`config.mk`:
```
export PLATFORM = sky130hd
export DESIGN_NAME = ifu_fetch_queue
export DESIGN_NICKNAME = d
export VERILOG_FILES = /design/src/rtl/ifu_fetch_queue.sv
export SDC_FILE = /design/constraint.sdc
export NUM_CORES = 1
export LEC_CHECK = 0
export BUFFER_PORTS_ARGS = -buffer_cell sky130_fd_sc_hd__buf_2
export CAP_MARGIN = 0
export CORE_UTILIZATION = 55
export DETAILED_ROUTE_END_ITERATION = 16
export PLACE_DENSITY = 0.8
export SLEW_MARGIN = 20
export SYNTH_ARGS = -nofsm -noshare
export SYNTH_HDL_FRONTEND = slang
export SYNTH_SLANG_ARGS = --single-unit
```
`constraint.sdc`:
```
create_clock -name clock -period 7.85 [get_ports clock]
set_input_delay 0.3925 -clock clock [delete_from_list [all_inputs] [get_ports clock]]
set_output_delay 0.3925 -clock clock [all_outputs]
set_load 0.02 [all_outputs]
```
`src/rtl/ifu_fetch_queue.sv`:
```
// Instruction fetch front end: drives the I-cache lookup PC, predicts the next PC
// statically, and buffers fetched instructions for decode in a DEPTH-entry FIFO.
module ifu_fetch_queue #(
    parameter int unsigned     DEPTH     = 4,
    parameter int unsigned     XLEN      = 32,
    parameter logic [XLEN-1:0] RESET_PC  = XLEN'(32'h3000_0000),
    parameter int unsigned     PRED_MODE = 1
) (
    input  logic                       clock,
    input  logic                       reset,
    output logic [XLEN-1:0]            cache_addr,
    input  logic                       cache_hit,
    input  logic [31:0]                cache_inst,
    input  logic                       jump_flush,
    input  logic [XLEN-1:0]            jump_dnpc,
    input  logic                       cs_flush,
    input  logic [XLEN-1:0]            cs_dnpc,
    input  logic                       out_ready,
    output logic                       out_valid,
    output logic [XLEN-1:0]            out_pc,
    output logic [31:0]                out_inst,
    output logic                       out_pred_taken,
    output logic [$clog2(DEPTH+1)-1:0] occupancy
);

    localparam int AW = $clog2(DEPTH);
    localparam int PW = AW + 1;
    localparam int OW = $clog2(DEPTH + 1);

    logic [XLEN-1:0] fetch_pc_q, fetch_pc_d;
    logic [XLEN-1:0] target_q, target_d;
    logic            pending_q, pending_d;
    logic [PW-1:0]   rd_ptr_q, rd_ptr_d;
    logic [PW-1:0]   wr_ptr_q, wr_ptr_d;

    logic [XLEN-1:0] pc_mem_q   [DEPTH];
    logic [31:0]     inst_mem_q [DEPTH];
    logic [DEPTH-1:0] pt_mem_q;

    logic            flush, empty, full, deq, enq;
    logic [XLEN-1:0] dnpc;
    logic [XLEN-1:0] imm_b, imm_j, pred_target;
    logic            pred_taken;
    logic [AW-1:0]   head;

    assign flush = cs_flush | jump_flush;
    assign dnpc  = cs_flush ? cs_dnpc : jump_dnpc;
    assign empty = (wr_ptr_q == rd_ptr_q);
    // Same slot index with differing wrap bits means the writer lapped the reader.
    assign full  = (wr_ptr_q[AW-1:0] == rd_ptr_q[AW-1:0]) && (wr_ptr_q[AW] != rd_ptr_q[AW]);
    assign head  = rd_ptr_q[AW-1:0];

    assign out_valid      = ~empty & ~flush;
    assign deq            = out_valid & out_ready;
    assign enq            = cache_hit & ~flush & ~pending_q & (~full | deq);
    assign cache_addr     = fetch_pc_q;
    assign occupancy      = OW'(wr_ptr_q - rd_ptr_q);
    assign out_pc         = empty ? '0 : pc_mem_q[head];
    assign out_inst       = empty ? '0 : inst_mem_q[head];
    assign out_pred_taken = empty ? 1'b0 : pt_mem_q[head];

    assign imm_b = {{(XLEN-12){cache_inst[31]}}, cache_inst[7], cache_inst[30:25],
                    cache_inst[11:8], 1'b0};
    assign imm_j = {{(XLEN-20){cache_inst[31]}}, cache_inst[19:12], cache_inst[20],
                    cache_inst[30:21], 1'b0};

    always_comb begin
        pred_taken  = 1'b0;
        pred_target = fetch_pc_q + XLEN'(4);
        if (PRED_MODE != 0) begin
            if (cache_inst[6:2] == 5'b11000 && cache_inst[31]) begin
                pred_taken  = 1'b1;
                pred_target = fetch_pc_q + imm_b;
            end else if (cache_inst[6:2] == 5'b11011) begin
                pred_taken  = 1'b1;
                pred_target = fetch_pc_q + imm_j;
            end
        end
    end

    // A redirect that arrives on a miss is parked until the refill returns a hit.
    always_comb begin
        fetch_pc_d = fetch_pc_q;
        target_d   = target_q;
        pending_d  = pending_q;
        rd_ptr_d   = rd_ptr_q;
        wr_ptr_d   = wr_ptr_q;
        if (flush) begin
            wr_ptr_d = rd_ptr_q;
            if (cache_hit) begin
                fetch_pc_d = dnpc;
                pending_d  = 1'b0;
            end else begin
                pending_d = 1'b1;
                target_d  = dnpc;
            end
        end else if (pending_q) begin
            if (cache_hit) begin
                fetch_pc_d = target_q;
                pending_d  = 1'b0;
            end
        end else begin
            if (deq) rd_ptr_d = rd_ptr_q + PW'(1);
            if (enq) begin
                wr_ptr_d   = wr_ptr_q + PW'(1);
                fetch_pc_d = pred_target;
            end
        end
    end

    always_ff @(posedge clock or negedge reset) begin
        if (!reset) begin
            fetch_pc_q <= RESET_PC;
            target_q   <= '0;
            pending_q  <= 1'b0;
            rd_ptr_q   <= '0;
            wr_ptr_q   <= '0;
        end else begin
            fetch_pc_q <= fetch_pc_d;
            target_q   <= target_d;
            pending_q  <= pending_d;
            rd_ptr_q   <= rd_ptr_d;
            wr_ptr_q   <= wr_ptr_d;
        end
    end

    always_ff @(posedge clock) begin
        if (enq) begin
            pc_mem_q[wr_ptr_q[AW-1:0]]   <= fetch_pc_q;
            inst_mem_q[wr_ptr_q[AW-1:0]] <= cache_inst;
            pt_mem_q[wr_ptr_q[AW-1:0]]   <= pred_taken;
        end
    end

endmodule

```
**After elaboration in Yosys (flattened, before gate mapping)**

Memories as Yosys holds them, arrays and structs flattened.
Cells that the tools add are included.

- Add/subtract/negate cells: 6
- Magnitude comparators: 3
- Eq/ne operators: 8
- Mux-type cells: 26
- Bitwise gates (word level): 12
- Reductions and logical operators: 9

Operator list:

| operator | count |
|---|---|
| 32-bit 2-to-1 mux | 10 |
| 32-bit adder | 2 |
| 32-bit by 3-bit adder with 32-bit output, second input constant | 1 |
| 5-bit == test, second input constant | 2 |
| 1-bit 2-to-1 mux | 10 |
| 3-bit 2-to-1 mux | 3 |
| 3-bit by 1-bit adder with 3-bit output, second input constant | 2 |
| 2-bit by 3-bit less-than comparator with 1-bit output, second input constant | 2 |
| 3-bit AND reduction | 2 |
| 1-bit AND | 5 |
| 1-bit NOT | 5 |
| 4-bit bitwise mux | 1 |
| 2-bit != test, second input constant | 2 |
| 2-bit AND reduction | 2 |
| 3-bit == test | 1 |
| 1-bit logical AND | 3 |
| 3-bit nonzero test | 1 |
| 3-bit subtractor | 1 |
| 1-bit binary-select mux with 2-bit select | 1 |
| 1-bit demux with 2-bit select | 1 |
| 2-bit == test | 1 |
| 2-bit by 1-bit greater-or-equal comparator with 1-bit output, second input constant | 1 |
| 2-bit by 1-bit != test with 1-bit output, second input constant | 1 |
| 1-bit bitwise OR | 2 |
| 2 further kinds | 2 |

- Bits in registers: 75
- Memory bits (writable): 256
- Input bits: 102
- Output and inout bits: 101
- Word-level logic and storage cells: 72
- Memories: 2

Memories:

| name | words | bits a word | read ports | clocked after Yosys merged registers in | wr ports | RTL line | source |
|---|---|---|---|---|---|---|---|
| inst_mem_q | 4 | 32 | 1 | 0 | 1 | 37 | `logic [31:0] inst_mem_q [DEPTH];` |
| pc_mem_q | 4 | 32 | 1 | 0 | 1 | 36 | `logic [XLEN-1:0] pc_mem_q [DEPTH];` |

**Longest topological paths before layout**

- Depth after elaboration: 9
- Depth in mapped cells: 14

**Least setup slack after synthesis**

OpenSTA, ideal clock, no wires.

- Kind: flip-flop to flip-flop
- Start: register rd_ptr_q[1]
- End: memory inst_mem_q[0][0] (enable)
- Library setup time: 430 ps
- Arrival time: 3894 ps
- Setup slack: 3526 ps
- Cell stages (with the launch flop): 11
- Buffers on the path: 5
- Clock period less this slack: 4324 ps
- Cell sequence: dfrtp_1 clkbuf_1 clkbuf_1 clkbuf_1 inv_1 ha_1 nand2_1 o41a_1 buf_2 clkbuf_1 and3_1

- Cells in the longest elaborated chain, start to end: 8

Ends and longest elaborated chain:

| element | RTL line | source |
|---|---|---|
| start: declaration | 33 | `logic [PW-1:0] rd_ptr_q, rd_ptr_d;` |
| start signal: assignment | 122 | `rd_ptr_q <= rd_ptr_d;` |
| 3-bit == test | 48 | `assign empty = (wr_ptr_q == rd_ptr_q);` |
| 1-bit NOT | 53 | `assign out_valid = ~empty & ~flush;` |
| 1-bit AND | 53 |  |
| 1-bit AND | 54 | `assign deq = out_valid & out_ready;` |
| 1-bit bitwise OR * | 55 | `assign enq = cache_hit & ~flush & ~pending_q & (~full \| deq);` |
| 1-bit AND * | 55 |  |
| 1-bit 2-to-1 mux * | 128 | `if (enq) begin` |
| 1-bit 2-to-1 mux (implied by the code) * | 130 | `inst_mem_q[wr_ptr_q[AW-1:0]] <= cache_inst;` |
| end: declaration | 37 |  |

Every way passes the cells marked *; elsewhere a longest branch is shown, timed or not.

**Final worst setup path**

- Start: register rd_ptr_q[1]
- End: output port out_pc[3]

- Cells in the longest elaborated chain, start to end: 2

Ends and longest elaborated chain:

| element | RTL line | source |
|---|---|---|
| memory 4 x 32 bit or 3-bit == test (tied branches) | -- |  |
| 32-bit 2-to-1 mux * | 58 | `assign out_pc = empty ? '0 : pc_mem_q[head];` |
| end: declaration | 20 | `output logic [XLEN-1:0] out_pc,` |

Marked as above.

==> results_dict.tcl <==
set metrics [dict create \
    status "completed" \
    setup_ws_ns 4.04 \
    syn_inst 1414 \
    grt_max_degree 93 \
    p_sw_share_pct 36.9 \
    async_flop_share_pct 21.5 \
    p_seq_share_pct 35.0 \
    cp_slowest_cell "buf_4" \
    synth_nets 1570 \
    post_cts_resized 0 \
    cp_num_buf_inv 4 \
    grt_pass1_vias 12600 \
    fin_setup_tns_ns 0 \
    synth.most_common_cell "edfxtp_1" \
    htree_levels 2 \
    synth_area_leaders "edfxtp_1 45%, dfrtp_1 9.9%, mux4_2 8.4%" \
    dr.pass1.iters 5 \
    drt-total-wl_um 47700 \
    power.internal_uw 3980 \
    p_comb_share_pct 37.5 \
    slew_headroom_pct 26.9 \
    drt_iter0_markers 1190 \
    cts_sinks 331 \
    post_cts_buffers 0 \
    power_density_mw_per_mm2 315 \
    slowest_delay_ns 0.72 \
    grt_pass1_wl_um 74200 \
    coreArea_sq_mm 0.0309 \
    grt_antenna_before_repair 1 \
    cts_buffers 37 \
    yosys.area.top_type_share_pct 44.6 \
    fin_crit_sh_pct 48.6 \
    slew_violations 0 \
    hold_buffers 0 \
    drt-wirelength-per-cell_um 23.8 \
    die_area_sq_mm 0.0325 \
    vias 12800 \
    power.switching_uw 2320 \
    drcViolationCount 0 \
    dp_slack_ns 3.94 \
    clockBufferDepth 3 \
    p_total_uw 6300 \
    p_leak_uw 0.00772 \
    portBuffers 202 \
    die_x_um 180 \
    criticalPathCategory "reg2out" \
    grt_overflow 0 \
    ys.flop_type "edfxtp_1" \
    crit_path_cell_trace "buf_4 -> inv_1 -> ha_1 -> and3_2 -> buf_4 -> nor2b_1 -> buf_2" \
    tritoncts "yes" \
    ant_nets 0 \
    avgSynthCellArea_sq_um 12.4 \
    worst_ep_arrival_time_ns 3.42 \
    fp-row-count 64 \
    finalHoldViolCount 0 \
    hp-class "in2async" \
    clock.fmax_ghz 0.262 \
    place_congestion 0.948 \
    maxCapViolCount 0 \
    finalCriticalPeriod_ns 3.81 \
    track_usage_pct 29.7 \
    path_clk_slew_ns 0.06 \
    path_max_fanout 70 \
    pin_count 203 \
    finalNetCount 1739 \
    peakVddDrop_uv 184 \
    cts_root_buffer "clkbuf_16" \
    fin_skew_ns 0.0264 \
    via_per_inst 6.37 \
    drive_gt1_share_pct 23.9 \
    ys_seq_area_share_pct 54.8 \
    synth-edff-count 260 \
    worst_setup_path_start_kind "register" \
    setup-violations-final 0 \
    yosysTopAreaCell "edfxtp_1" \
    ys_types 85 \
    yosysWarningCount 0 \
    tightestPinTransition_ns 1.10 \
    synth_common_cells "260 x edfxtp_1, 113 x nand2_1, 91 x nor2_1" \
    critPathTopFamily "buffers and inverters" \
    cpMostUsedCell "buf_4" \
    crit_path_end_kind "output port" \
    ys_seq_elements 331 \
    syn-cell-area_sq_mm 0.0175 \
    clkPwrFrac_pct 27.5 \
    chipHeight_um 180 \
    insertion_delay_ns 0.53 \
    initial_core_util_pct 56.6 \
    area_growth_pct 14.3 \
    grt_setup_unrepaired "false" \
    worstPathRequired_ns 7.46 \
    hpwl_um 32500 \
]
[layout make-up]
class	instances	area [sq um]
fill	2347	10900
sequential	331	9590
multi-input combinational	971	7470
timing repair buffer	218	1140
clock buffer	44	973
tap	396	495
clock inverter	22	240
inverter	24	90.1
antenna	1	2.50
[flip-flops by register name (all words and copies together) (netlist names)]
signal      cells
pc_mem_q      128
pt_mem_q        4
cache_addr     32
pending_q       1
wr_ptr_q        3
inst_mem_q    128
rd_ptr_q        3
target_q       32
[cells by family after synthesis]
group                    after synthesis  synth area share (%)
multiplexers                         106                  10.7
adder cells (fa/ha/maj)               54                  3.99
XOR/XNOR                              49                  2.45
flip-flops                           331                  54.8
AO/OA/AOI/OAI                        366                  14.1
buffers and inverters                112                  2.65
AND/OR/NAND/NOR                      396                  11.3
[metrics by stage]
| step | instances | util [%] | hold slack [ns] | instance area [sq um] |
|---|---|---|---|---|
| 3_3_place_gp | 1940 | 60.7 | 0.464 | 18800 |
| 4_1_cts | 2006 | 64.7 | 0.0664 | 20000 |
| 6_report | 2007 | 64.7 | 0.00412 | 20000 |
| 3_5_place_dp | 1940 | 60.7 | 0.471 | 18800 |
| 5_1_grt | 2007 | 64.7 | 0.0752 | 20000 |
| 2_1_floorplan | 1414 | - | 0.0969 | 17500 |
[layer usage]
| metal | GRT usage (%) | up-vias | routed length, um | part of all wire [%] |
|---|---|---|---|---|
| li1 | - | 5778 | - | - |
| met1 | 38.5 | 6274 | 18900 | 40 |
| met2 | 49.2 | 607 | 23100 | 48 |
| met3 | 4.22 | 135 | 3010 | 6.3 |
| met4 | 14.9 | 0 | 2620 | 5.5 |
| met5 | 0 | - | 0 | 0 |
[worst reg2reg max path: cells and delay by family (launching register included)]
kind            cells  cell delay (ns)
compound gates      1             0.30
fa+ha+maj           1             0.34
buf+inv             3             1.42
flops               1             0.33
simple gates        2             0.96
[cells in the final DEF, fill, tap and decap left out, types with 30 or more instances in the layout]
| cell type | count |
|---|---|
| edfxtp_1 | 260 |
| buf_2 | 200 |
| nand2_1 | 113 |
| nor2_1 | 90 |
| o21ai_0 | 88 |
| nor2b_1 | 71 |
| a21oi_1 | 68 |
| dfrtp_1 | 67 |
| mux4_2 | 65 |
| ha_1 | 51 |
| a22oi_1 | 38 |
| clkbuf_16 | 38 |
| mux2i_1 | 37 |
| nand3_1 | 31 |
| a21o_1 | 30 |
[final timing paths]
check	from	endpoint	slack, ns	cells past startpoint
min	reset	cache_addr[30]	0.004	1
max in group asynchronous	reset	rd_ptr_q[0]	7.09	1
min in group clock	cache_inst[1]	inst_mem_q[0][1]	0.08	1
min reg2reg	target_q[30]	target_q[30]	0.48	2
max reg2reg	rd_ptr_q[1]	inst_mem_q[2][9]	4.13	7
max	rd_ptr_q[1]	out_pc[3]	4.04	7
[power groups by stage]
stage | registers (uW) | logic [uW] | clock network (uW)
finish | 2210 | 2360 | 1730
global route | 2220 | 2540 | 1820
global placement | 2230 | 2330 | 0
CTS | 2210 | 2380 | 1750
detailed placement | 2240 | 2370 | 0
floorplan | 2170 | 1660 | 0
No activity file was read; power rests on OpenSTA's default activity.
